### src/rtl/systolic_ctrl_n.sv
// Schedules one NxN matrix multiply on an external output-stationary systolic array.
// Per-lane operand skew comes from a step counter rather than fixed delay chains.
module systolic_ctrl_n #(
    parameter int W       = 32,
    parameter int N       = 3,
    parameter int ARR_LAT = 1
) (
    input  logic             i_clk,
    input  logic             i_rst,
    input  logic             i_en,
    input  logic             i_start,
    input  logic             i_mode,
    input  logic [W*N*N-1:0] i_A,
    input  logic [W*N*N-1:0] i_B,
    input  logic [W*N*N-1:0] i_arr_C,
    output logic [W*N-1:0]   o_a_feed,
    output logic [W*N-1:0]   o_b_feed,
    output logic             o_arr_clr,
    output logic             o_arr_en,
    output logic             o_busy,
    output logic             o_done,
    output logic [W*N*N-1:0] o_C
);

    localparam int CW = $clog2(2*N + ARR_LAT + 1);

    localparam logic [2:0] S_IDLE  = 3'd0;
    localparam logic [2:0] S_CLEAR = 3'd1;
    localparam logic [2:0] S_FEED  = 3'd2;
    localparam logic [2:0] S_DRAIN = 3'd3;
    localparam logic [2:0] S_DONE  = 3'd4;

    localparam logic [CW-1:0] FEED_LAST  = CW'(2*N - 2);
    localparam logic [CW-1:0] DRAIN_LAST = CW'(N - 2 + ARR_LAT);

    logic [2:0]       state_q, state_d;
    logic [CW-1:0]    cnt_q, cnt_d;
    logic [W*N*N-1:0] a_q, a_d, b_q, b_d, c_q, c_d;
    logic [W*N-1:0]   a_feed_q, a_feed_d, b_feed_q, b_feed_d;
    int               k;

    always_comb begin
        state_d = state_q;
        cnt_d   = cnt_q;
        a_d     = a_q;
        b_d     = b_q;
        c_d     = c_q;
        if (i_en) begin
            case (state_q)
                S_IDLE: begin
                    if (i_start) begin
                        a_d     = i_A;
                        b_d     = i_B;
                        cnt_d   = '0;
                        state_d = i_mode ? S_FEED : S_CLEAR;
                    end
                end
                S_CLEAR: begin
                    cnt_d   = '0;
                    state_d = S_FEED;
                end
                S_FEED: begin
                    if (cnt_q == FEED_LAST) begin
                        cnt_d   = '0;
                        state_d = S_DRAIN;
                    end else begin
                        cnt_d = cnt_q + 1'b1;
                    end
                end
                S_DRAIN: begin
                    if (cnt_q == DRAIN_LAST) begin
                        c_d     = i_arr_C;
                        cnt_d   = '0;
                        state_d = S_DONE;
                    end else begin
                        cnt_d = cnt_q + 1'b1;
                    end
                end
                S_DONE: begin
                    state_d = S_IDLE;
                end
                default: begin
                    cnt_d   = '0;
                    state_d = S_IDLE;
                end
            endcase
        end
    end

    // Feeds are computed from the next state so the registered value lines up with step t.
    always_comb begin
        a_feed_d = '0;
        b_feed_d = '0;
        k        = 0;
        if (state_d == S_FEED) begin
            for (int l = 0; l < N; l++) begin
                k = int'(cnt_d) - l;
                if (k >= 0 && k < N) begin
                    a_feed_d[l*W +: W] = a_d[(l*N + k)*W +: W];
                    b_feed_d[l*W +: W] = b_d[(k*N + l)*W +: W];
                end
            end
        end
    end

    always_ff @(posedge i_clk) begin
        if (i_rst) begin
            state_q  <= S_IDLE;
            cnt_q    <= '0;
            a_q      <= '0;
            b_q      <= '0;
            c_q      <= '0;
            a_feed_q <= '0;
            b_feed_q <= '0;
        end else begin
            state_q  <= state_d;
            cnt_q    <= cnt_d;
            a_q      <= a_d;
            b_q      <= b_d;
            c_q      <= c_d;
            a_feed_q <= a_feed_d;
            b_feed_q <= b_feed_d;
        end
    end

    // A stall must silence the array in the same cycle, so i_en gates the registered values.
    assign o_a_feed  = i_en ? a_feed_q : '0;
    assign o_b_feed  = i_en ? b_feed_q : '0;
    assign o_arr_clr = i_en && (state_q == S_CLEAR);
    assign o_arr_en  = i_en && (state_q == S_CLEAR || state_q == S_FEED || state_q == S_DRAIN);
    assign o_busy    = (state_q != S_IDLE);
    assign o_done    = i_en && (state_q == S_DONE);
    assign o_C       = c_q;

endmodule

### config.mk
export PLATFORM = sky130hd
export DESIGN_NAME = systolic_ctrl_n
export DESIGN_NICKNAME = d
export VERILOG_FILES = /design/src/rtl/systolic_ctrl_n.sv
export SDC_FILE = /design/constraint.sdc
export NUM_CORES = 2
export LEC_CHECK = 0
export ABC_AREA = 1
export ABC_CLOCK_PERIOD_IN_PS = 4450
export BUFFER_PORTS_ARGS = -buffer_cell sky130_fd_sc_hd__buf_2
export CAP_MARGIN = 20
export CORE_AREA = 2 2 525 527
export DETAILED_ROUTE_END_ITERATION = 8
export DIE_AREA = 0 0 527 529
export PLACE_DENSITY = 0.44
export SLEW_MARGIN = 10
export SYNTH_ARGS = -nofsm -noshare
export SYNTH_HDL_FRONTEND = slang
export SYNTH_SLANG_ARGS = --single-unit
### constraint.sdc
create_clock -name i_clk -period 4.45 [get_ports i_clk]
set_input_delay 0.2225 -clock i_clk [delete_from_list [all_inputs] [get_ports i_clk]]
set_output_delay 0.2225 -clock i_clk [all_outputs]
set_load 0.02 [all_outputs]
Word-level counts from Yosys, hierarchy flattened. Index checks and enable logic that the tools add are counted. Widths: inputs -> output; s select.

Flip-flop bits (word level): 1062. Bits in latches: 0. RAM bits: 0. ROM bits: 0. Bits of input ports: 869. Output and inout port bits: 484. Word-level logic and storage cells: 77. Memories kept: 0.

Add/sub/neg operators: 7. Multiply operators: 3. Divide/modulo/power cells: 0. Magnitude comparators: 6. Equality and inequality tests: 7. Shift-type cells: 6. Muxes and demuxes: 19. Bitwise logic cells: 4. Reductions and logical operators: 14.

Operators by type and width (count): $mux 288 (6); $shiftx 288x10->32 (2); $shiftx 288x13->32 (2); $shiftx 288x11->32 (1); $shiftx 288x9->32 (1); $mux 96 (2); $mux 3 (8); $pmux 3 s4 (2); $mul 4x3->7 const B (2); $eq 3x2->1 const B (4); $reduce_or 3->1 (3); $add 7x2->8 const B (1); $add 7x3->8 const B (1); $ge 4x1->1 const B (2); $lt 4x3->1 const B (2); $eq 3x3->1 const B (2); $logic_and 1x1->1 (6); $add 3x4->5 const A (1); $add 4x4->5 const A (1); $mul 3x2->5 const B (1); $not 1->1 (4); $sub 3x1->4 const B (1); $sub 3x2->4 const B (1); $add 3x1->3 const B (1); other kinds (8) (9).

Depth between registers and ports, before layout.
Word-level depth: 9. Depth in mapped cells: 31. Gate-level depth less buffers: 26.

Worst setup path after synthesis. No wires, ideal clock.

Path type: register to register. Start point: register cnt_q[0]. End point: register b_feed_q[44]. Library setup time: 0.070 ns. Arrival: 4.461 ns. Data required time: 4.380 ns. Path slack: -0.082 ns. Stages on the path, launching flop included: 25. Path buffers: 4. Path through: dfxtp_1 > inv_1 > ha_1 > o211ai_1 > nand3_1 > nand2_1 > buf_2 > buf_1 > ha_1 > clkbuf_1 > inv_1 > nand3_1 > nand2_1 > ha_1 > inv_1 > fa_1 > clkinv_1 > nor2_1 > clkbuf_1 > nand3_1 > nand2_1 > inv_1 > nand2_1 > nand2_1 > a21oi_1.

Longest elaborated chain between the ends: 9. Elaborated cells on any way between the ends: 23. Those cells by class: 3 x add/sub; 1 x mul; 2 x order compare; 3 x eq/ne; 1 x shift; 9 x mux; 2 x bitwise; 2 x reduce/logical.

RTL lines: from (decl) (RTL line 37) `logic [CW-1:0] cnt_q, cnt_d;`; from (signal assigned) (RTL line 117) `cnt_q <= cnt_d;`; branches (longest 9 deep; another with $add 7x2->8); to (signal assigned) (RTL line 114) `b_feed_q <= '0;`; to (signal assigned) (RTL line 122) `b_feed_q <= b_feed_d;`; to (decl) (RTL line 39) `logic [W*N-1:0] a_feed_q, a_feed_d, b_feed_q, b_feed_d;`.

Parallel ways; which one is timed is not known. A chain may end at the register's enable or synchronous reset.

Worst setup path after layout.
Start point: register cnt_q[0]. End point: register b_feed_q[78].

Longest elaborated chain between the ends: 9. Elaborated cells on any way between the ends: 23. Those cells by class: 3 x add/sub; 1 x mul; 2 x order compare; 3 x eq/ne; 1 x shift; 9 x mux; 2 x bitwise; 2 x reduce/logical.

RTL lines: branches (longest 9 deep; another with $add 7x3->8).

Parallel ways; which one is timed is not known.

==> run metrics <==
first-pass GRT wire length=437 mm; Post-synth EDFFs=0; CTS root buf=clkbuf_16; GRT overflow=0; Yosys cell types=46; top post-synthesis cells by area=dfxtp_1, nand2_1, o21ai_0, nor2_1, inv_1; Non-Filler Instances=13700; largest net degree at the start of global routing=237; drt pass-1 iters=5; FF+latch count, synth=1062; Die Wd=527 µm; vias in the first global route=55600; switching portion of total power=34.6%; max-cap violation count=0; cts bufs inserted=147; CTS tree=yes; Final Skew=0.0618 ns; routed length per instance=23.6 µm; Combinational Power Share=26.5%; Clock power frac=40.5%; Worst VDD drop=0.000287 V; Nets=10800; Worst Path Required=5.23 ns; Tcrit/Tclk final=95.1%; Reg power frac=33.0%; clock net sink count=1062; HPWL Detailed=249 mm; area growth from synthesis to layout=49.3%; Final Slew Violations=0; HP Class=in2reg; Synth area leader=dfxtp_1; CP Capture Type=flip-flop; commonest non-fill, non-tap cell in the layout=nand2_1; final wirelength=323 mm; Bufs on Longest Clock Path=4; Hold Crit Depth=3; Rel. slew slack=15.7%; WL met2=146 mm; Final min period=4.23 ns; global-route usage over all layers=22.0%; hold_sp=i_B[105]; PD cells=399 nW/µm²; CP Launch Type=flip-flop; Gate Count Post-Synth=7832; status=finished, final reports clean; clock-pin slew on the worst setup and hold paths=0.06 ns; full die area=279000 µm²; routed vias/inst=4.28; crit-path max FO=11; DRT iter0 DRCs=4838; # rows=192; H-tree Lvls=4; Max Fclk=236 MHz; Setup Viol. Count Final=0; reg-to-reg setup timing slack=0.22 ns; remaining antenna violation count after routing=0; Multi-input gate area=23500 µm²; Pint=19.8 mW; top-area cell type share of the netlist area=41.8%; static leakage=38.6 nW; commonest cells after routing, fill and taps aside=nand2_1, nor2_1, buf_2; met3 WL=22.4 mm; Yosys warnings=0; Setup TNS=0 ns; switching power=10.5 mW; chip height=529 µm; worst hold endpoint=b_q[105]; antenna violations before repair=138; sequential element share of the synthesized area=41.8%; drc violations=0; Clock Latency Late Sink=0.87 ns; syn nets=8726; actual slew at the worst max-slew pin=1.25 ns; mean post-synth cell area=6.49 µm²; register area=21300 µm²; RSZ-0062 raised after global routing=yes; worst r2r dst=b_feed_q[78]; R2R Path Start=cnt_q[0]; Hold Vio Cnt, Final=0; Mapped Area=50800 µm²; critical path type=reg2reg; Initial Utilization=18.6%; fill cell count=30700; PortBufs=1352; CP arrival=5.01 ns; Worst R2R Path Depth=22; core area=273000 µm²; layout cells sized above 1=19.2%; Post-synth ARST share=0%; Metal-1 WL=134 mm; Placed Instances=12400; Synth Flop Type=dfxtp_1; I/O Pins=1353; GPL Wtd Cong=0.964; vias=58500; Max Used Layer=met5
[through the flow]
stage               cell area, µm²  setup WS, ns  total power, mW  hold WS, ns  util, %
floorplan                    50800      -0.00706             14.2        0.357        -
global placement             61700         0.137             17.3        0.446     22.6
detailed placement           61800         0.161             17.3        0.450     22.6
CTS                          75500         0.110             30.4      0.00183     27.7
global route                 75800       -0.0472             31.7       0.0466     27.8
finish                       75900         0.218             30.3       0.0549     27.8
[state kept, by name, summed over array words and instances (netlist names)]
register  flops
a_feed_q     96
a_q         288
b_q         288
b_feed_q     96
o_C         288
state_q       3
cnt_q         3
[layout make-up]
type	instances	share of cell area (%)
multi-input combinational	5234	30.9
timing repair buffer	2472	23.6
antenna	76	0.251
inverter	980	4.90
tap	3589	5.92
sequential	1062	28.0
timing repair inverter	1	0.00989
clock inverter	35	0.698
clock buffer	217	5.65
[cell usage after synthesis (2+ instances only)]
master / count
ha_1: 24
buf_8: 2
buf_2: 91
inv_2: 6
buf_1: 20
buf_12: 3
nor2_2: 10
nand3_1: 262
o21ai_0: 1087
a211oi_1: 31
nand2_4: 2
or2_1: 12
mux2i_1: 65
nor2_1: 1394
dfxtp_1: 1062
nand4_1: 5
nand3_2: 30
o211ai_1: 38
clkinv_1: 3
buf_4: 17
o21ai_1: 175
nor3_1: 5
or2_2: 2
inv_1: 969
clkbuf_1: 388
o21a_1: 3
o21ai_2: 7
o211ai_2: 23
nand2_1: 1883
buf_6: 36
xor2_1: 6
a21oi_1: 151
nand2_2: 7
[cell families (layout without fill, tap and decap cells)]
group,Yosys count,count (layout),share of synthesized area (%)
simple gates,3616,3616,28.0
mux,65,65,1.28
other cells,0,76,0
flops,1062,1062,41.8
xor+xnor,7,7,0.121
fa+ha+maj,25,25,0.630
compound gates,1520,1521,15.8
buf+inv,1537,3705,12.4
[worst max path at each step]
stage	start	endpoint	slack (ns)	cells after the start
floorplan	cnt_q[0]	b_feed_q[44]	-0.007	29
global placement	cnt_q[0]	b_feed_q[49]	0.14	22
detailed placement	cnt_q[0]	b_feed_q[42]	0.16	21
CTS	cnt_q[0]	b_feed_q[42]	0.11	21
global route	cnt_q[0]	a_feed_q[51]	-0.05	21
finish	cnt_q[0]	b_feed_q[78]	0.22	22
[power by group through the flow]
stage          Combinational (mW)  Sequential (mW)  Clock (mW)
6_report                     8.01             10.0        12.3
5_1_grt                      8.68             10.0        12.9
2_1_floorplan                4.01             10.2           0
3_5_place_dp                 7.07             10.2           0
3_3_place_gp                 7.09             10.2           0
4_1_cts                      7.82             10.0        12.6
[routing by layer]
layer	up-vias	GRT usage (%)
met5	-	0
met4	66	12.2
met3	597	4.96
met2	2238	35.5
met1	27200	26.9
li1	28500	-
[critical path, stage by stage, from the launching register on]
cell and delay (ns):
dfxtp_1 0.32, inv_1 0.14, ha_1 0.19, nand2_1 0.10, nand2_1 0.15, nand2_2 0.08, nand2_1 0.06, nand3_1 0.14
nand2_2 0.17, inv_1 0.08, ha_1 0.32, buf_4 0.17, nor2_1 0.19, nor2_4 0.06, inv_2 0.07, ha_1 0.24
nand2_1 0.07, inv_1 0.08, o21ai_4 0.40, o21ai_2 0.33, o21ai_2 0.46, nand3_1 0.18, a21oi_1 0.14
[what timing repair did]
action	4_1_cts	5_1_grt
hold endpoints to repair	910	2
buffers inserted	0	2
hold buffers	889	2
gates resized for setup	0	25
setup endpoints to repair	0	62
Note: power is estimated with default switching activity, not from simulation.
